### src/rtl/yari_mem_arb.sv
// yari_mem_arb: merges the yari core's instruction (I) and data (D) ports onto
// one memory port with round-robin arbitration. Read responses are steered back
// to the issuing master through an in-order tag FIFO; writes are posted.
//
// Ports
//   clock, rst                       clock, asynchronous active-low reset
//   i_read/i_addr                    I master read request (held until accepted)
//   i_wait/i_rd_valid/i_rd_data      I handshake stall and read response
//   d_read/d_write/d_addr/d_wr_*     D master request (read and write exclusive)
//   d_wait/d_rd_valid/d_rd_data      D handshake stall and read response
//   m_read/m_write/m_addr/m_wr_*     memory request
//   m_wait                           memory stall of the presented request
//   m_rd_valid/m_rd_data             memory read response, in request order
//   err_orphan                       sticky: response arrived with no tag pending
module yari_mem_arb #(
   parameter int unsigned A_W     = 32,
   parameter int unsigned D_W     = 32,
   parameter int unsigned TAG_LG2 = 2
) (
   input  logic               clock,
   input  logic               rst,
   // I master
   input  logic               i_read,
   input  logic [A_W-1:0]     i_addr,
   output logic               i_wait,
   output logic               i_rd_valid,
   output logic [D_W-1:0]     i_rd_data,
   // D master
   input  logic               d_read,
   input  logic               d_write,
   input  logic [A_W-1:0]     d_addr,
   input  logic [D_W-1:0]     d_wr_data,
   input  logic [D_W/8-1:0]   d_wr_mask,
   output logic               d_wait,
   output logic               d_rd_valid,
   output logic [D_W-1:0]     d_rd_data,
   // memory
   output logic               m_read,
   output logic               m_write,
   output logic [A_W-1:0]     m_addr,
   output logic [D_W-1:0]     m_wr_data,
   output logic [D_W/8-1:0]   m_wr_mask,
   input  logic               m_wait,
   input  logic               m_rd_valid,
   input  logic [D_W-1:0]     m_rd_data,
   // status
   output logic               err_orphan
);

   localparam int unsigned DEPTH = 1 << TAG_LG2;
   localparam int unsigned CNT_W = TAG_LG2 + 1;
   localparam int unsigned M_W   = D_W / 8;

   typedef enum logic {
      MST_I = 1'b0,
      MST_D = 1'b1
   } mst_e;

   // tag FIFO state: one bit per entry holds the issuing master
   logic [DEPTH-1:0]   tag_q,      tag_d;
   logic [TAG_LG2-1:0] wr_ptr_q,   wr_ptr_d;
   logic [TAG_LG2-1:0] rd_ptr_q,   rd_ptr_d;
   logic [CNT_W-1:0]   count_q,    count_d;
   mst_e               last_grant_q, last_grant_d;
   logic               err_orphan_q, err_orphan_d;

   logic fifo_full;
   logic fifo_empty;
   logic i_elig;
   logic d_elig;
   logic grant_i;
   logic grant_d;
   logic accept;
   logic push;
   logic pop;
   logic head_tag;

   // Eligibility and round-robin grant; fullness uses the registered count so
   // m_rd_valid never reaches the request side combinationally.
   always_comb begin
      fifo_full  = (count_q == CNT_W'(DEPTH));
      fifo_empty = (count_q == '0);
      i_elig     = rst & i_read & ~fifo_full;
      d_elig     = rst & (d_write | (d_read & ~fifo_full));
      grant_i    = i_elig & (~d_elig | (last_grant_q == MST_D));
      grant_d    = d_elig & (~i_elig | (last_grant_q == MST_I));
      accept     = (grant_i | grant_d) & ~m_wait;
      push       = accept & (grant_i | (grant_d & ~d_write));
      pop        = rst & m_rd_valid & ~fifo_empty;
      head_tag   = tag_q[rd_ptr_q];
   end

   // Memory request mux and master handshakes
   always_comb begin
      m_read    = grant_i | (grant_d & ~d_write);
      m_write   = grant_d & d_write;
      m_addr    = grant_d ? d_addr : i_addr;
      m_wr_data = d_wr_data;
      m_wr_mask = grant_d ? d_wr_mask : M_W'(0);
      i_wait    = ~(grant_i & ~m_wait);
      d_wait    = ~(grant_d & ~m_wait);
   end

   // Response steering by head tag; data fans out to both masters
   always_comb begin
      i_rd_valid = pop & (head_tag == MST_D ? 1'b0 : 1'b1);
      d_rd_valid = pop & (head_tag == MST_D ? 1'b1 : 1'b0);
      i_rd_data  = m_rd_data;
      d_rd_data  = m_rd_data;
      err_orphan = err_orphan_q;
   end

   // Next-state for tag FIFO, round-robin pointer and orphan flag
   always_comb begin
      tag_d        = tag_q;
      wr_ptr_d     = wr_ptr_q;
      rd_ptr_d     = rd_ptr_q;
      count_d      = count_q;
      last_grant_d = last_grant_q;
      err_orphan_d = err_orphan_q;

      if (accept) begin
         last_grant_d = grant_d ? MST_D : MST_I;
      end

      if (push) begin
         tag_d[wr_ptr_q] = grant_d;
         wr_ptr_d        = wr_ptr_q + TAG_LG2'(1);
      end

      if (pop) begin
         rd_ptr_d = rd_ptr_q + TAG_LG2'(1);
      end

      unique case ({push, pop})
         2'b10:   count_d = count_q + CNT_W'(1);
         2'b01:   count_d = count_q - CNT_W'(1);
         default: count_d = count_q;
      endcase

      // a response with nothing outstanding is dropped and flagged
      if (m_rd_valid & fifo_empty) begin
         err_orphan_d = 1'b1;
      end
   end

   // State registers
   always_ff @(posedge clock or negedge rst) begin
      if (!rst) begin
         tag_q        <= '0;
         wr_ptr_q     <= '0;
         rd_ptr_q     <= '0;
         count_q      <= '0;
         last_grant_q <= MST_I;
         err_orphan_q <= 1'b0;
      end else begin
         tag_q        <= tag_d;
         wr_ptr_q     <= wr_ptr_d;
         rd_ptr_q     <= rd_ptr_d;
         count_q      <= count_d;
         last_grant_q <= last_grant_d;
         err_orphan_q <= err_orphan_d;
      end
   end

endmodule
### config.mk
export PLATFORM = sky130hd
export DESIGN_NAME = yari_mem_arb
export DESIGN_NICKNAME = d
export VERILOG_FILES = /design/src/rtl/yari_mem_arb.sv
export SDC_FILE = /design/constraint.sdc
export NUM_CORES = 1
export LEC_CHECK = 0
export CORE_AREA = 4 4 105 107
export CTS_CLUSTER_DIAMETER = 30
export DETAILED_ROUTE_END_ITERATION = 10
export DIE_AREA = 0 0 109 111
export PLACE_DENSITY_LB_ADDON = 0.08
export SETUP_SLACK_MARGIN = 0.02
export SLEW_MARGIN = 20
export SYNTH_ARGS = -nofsm -noshare
export SYNTH_HDL_FRONTEND = slang
export SYNTH_SLANG_ARGS = --single-unit
export TNS_END_PERCENT = 50
### constraint.sdc
create_clock -name clock -period 4.7 [get_ports clock]
set_input_delay 1.175 -clock clock [delete_from_list [all_inputs] [get_ports clock]]
set_output_delay 1.175 -clock clock [all_outputs]
set_load 0.02 [all_outputs]
==> results.sh <==
export IMPL_status="completed"
export IMPL_fmax_ghz=0.229
export IMPL_ys_seq_elements=13
export IMPL_end_kind="output pin"
export IMPL_cts_root_buf="clkbuf_8"
export IMPL_min_path_cells=1
export IMPL_post_route_cell_area_um2=2680
export IMPL_cts_resized_gates=0
export IMPL_drt_iter0_markers=20
export IMPL_hold_ws_ps=482
export IMPL_critPathMaxFanout=37
export IMPL_post_cts_buffers=0
export IMPL_synth_async_reset_ratio_pct=100
export IMPL_dp_hpwl_um=6030
export IMPL_period_needed_ps=4370
export IMPL_worstHoldStart="err_orphan"
export IMPL_finClkSkew_ps=5.07
export IMPL_synth_main_ff_cell="dfrtp_1"
export IMPL_final_nets=377
export IMPL_wl_per_cell_um=19.0
export IMPL_area_delta_synth_final_pct=33.9
export IMPL_power_density_nw_per_um2=326
export IMPL_synth_top_cell_area_share_pct=36.0
export IMPL_ant_nets=0
export IMPL_arrival_ps=3190
export IMPL_clock_sinks=13
export IMPL_seq_area_frac_synth_pct=16.3
export IMPL_dr_max_layer_used="met4"
export IMPL_antenna_found_initial=2
export IMPL_maxSlewHeadroom_pct=78.7
export IMPL_finalCritPeriodShare_pct=92.9
export IMPL_finalHoldViolCount=0
export IMPL_vias=1408
export IMPL_grt_pass1_vias=1523
export IMPL_initial_core_util_pct=19.7
export IMPL_r2r_cells=11
export IMPL_synth_edff_count=0
export IMPL_ys_types=30
export IMPL_setup_viol=0
export IMPL_cp_data_required_time_ps=3520
export IMPL_io_pins=278
export IMPL_synth_area_um2=2000
export IMPL_netlist_instances=205
export IMPL_maxCapViolCount=0
export IMPL_yosysWarningCount=0
export IMPL_p_leak_nw=1.09
export IMPL_utilization_pct=26.4
export IMPL_crit_start="i_read"
export IMPL_cts_tree="built"
export IMPL_path_clk_slew_ps=60
export IMPL_grt_max_degree=38
export IMPL_core_um2=10100
export IMPL_synth_most_common_cell="buf_4"
export IMPL_cts_hold_fix_buffers=0
export IMPL_synthesis_nets=350
export IMPL_fill_cells=1064
export IMPL_rsz0062_at_grt="false"
export IMPL_dr_wl_met3_um=1190
export IMPL_wl_met1_um=2510
export IMPL_timing_setup_tns_ps=0
export IMPL_synth_common_cells="96 x buf_4, 25 x mux2_4, 13 x dfrtp_1"
export IMPL_ir_drop_mv=0.154
export IMPL_fp_row_count=37
export IMPL_hp_class="reg -> reg"
export IMPL_drc=0
export IMPL_grt_pass1_wl_um=9450
export IMPL_path_class="in -> out"
export IMPL_h_tree_depth=1
export IMPL_firstDrtPassIters=4
export IMPL_gp_congestion=0.710
export IMPL_worst_slew_pin_slew_ps=318
export IMPL_synth_top_cell_by_area="buf_4"
export IMPL_synth_area_leaders="buf_4 36%, mux2_4 19%, dfrtp_1 16%"
export IMPL_die_height_um=111
export IMPL_cts_buffer_depth=2
export IMPL_die_x_um=109
export IMPL_viasPerCell=3.82
export IMPL_start_kind="primary input"
export IMPL_reg2reg_from="count_q[0]"
export IMPL_maxSlewViolCount=0
export IMPL_placed_area_um2=2630
export IMPL_totalWireLength_um=7000
export IMPL_grtUsageTotal_pct=10.4
export IMPL_syn_area_per_cell_um2=9.76
export IMPL_numCtsBuffers=3
export IMPL_wl_met2_um=3240
export IMPL_final_layout_size_suffix_gt1_share_pct=21.2
export IMPL_die_area_um2=12100
export IMPL_clk_latency_ps=250
export IMPL_gr_total_overflow=0
export IMPL_portBuffers=117
## through the flow
step                      setup WS [ps]  std cells  power (W)
after detailed placement            307        363   0.000779
after global placement              325        363   0.000786
after global routing                226        367   0.000943
after CTS                           292        367   0.000892
final                               333        369   0.000874
after floorplan                    1370        205   0.000660
## worst max-delay path, stage by stage
cell and delay, ps:
clkdlybuf4s50_1 440, nand2_1 140, o21ai_2 110, nor2_4 140, buf_12 250, mux2_2 370
clkdlybuf4s50_1 550
## cells in the final DEF (no fill, tap or decap), drive strengths merged, types with 2 or more instances in the layout
| master | instances |
|---|---|
| dfrtp | 13 |
| diode | 2 |
| xnor2 | 4 |
| nor3b | 2 |
| or3 | 2 |
| clkdlybuf4s50 | 116 |
| buf | 5 |
| and2 | 6 |
| inv | 9 |
| xor2 | 2 |
| clkbuf | 3 |
| ha | 5 |
| nor2 | 5 |
| nand2 | 3 |
| a22o | 4 |
| nand3 | 6 |
| o21ai | 3 |
| mux2 | 32 |
## power by group
| part | leakage (nW) | switching, W | internal [W] |
|---|---|---|---|
| Sequential | 0.155 | 0.0000473 | 0.000167 |
| Clock | 0.0255 | 0.0000455 | 0.0000587 |
| Combinational | 0.907 | 0.000241 | 0.000316 |
## path summary, 6_finish.rpt
| path | to | slack, ps |
|---|---|---|
| setup / recovery | m_addr[30] | 330 |
| hold / removal | err_orphan | 480 |
| max in group asynchronous | tag_q[2] | 3200 |
| min in group asynchronous | rd_ptr_q[0] | 1320 |
| hold reg to reg | err_orphan | 480 |
| setup reg to reg | count_q[2] | 2270 |
## cell type report
type | instances | area, um^2 | area share, %
well taps | 136 | 170 | 6.35
diodes | 2 | 5.00 | 0.187
flip-flops and latches | 13 | 325 | 12.1
repair buffers | 121 | 1210 | 45.2
clock buffers | 3 | 41.3 | 1.54
multi-input cells | 84 | 887 | 33.1
clock inverters | 1 | 5.00 | 0.187
inverters | 9 | 33.8 | 1.26
## flip-flops by register name, summed over array words and instances (netlist names)
name / count
rd_ptr_q: 2
count_q: 3
tag_q: 4
last_grant_q: 1
wr_ptr_q: 2
err_orphan: 1
## cells by family (layout without fill, tap and decap cells)
logic type / after synthesis / after routing / share of synthesized area [%]
other cells: 0 / 2 / 0
fa+ha+maj: 6 / 6 / 4.13
flops: 13 / 13 / 16.3
buf+inv: 108 / 134 / 39.4
mux: 34 / 34 / 24.3
simple gates: 27 / 27 / 8.32
xor+xnor: 6 / 6 / 2.63
compound gates: 11 / 11 / 4.94
## per-layer routing
layer	up-vias	global-route usage, %
li1	630	-
met1	621	10.7
met2	149	17.5
met3	8	7.40
met4	0	1.26
met5	-	0
Note: power is estimated with default switching activity, not from simulation.
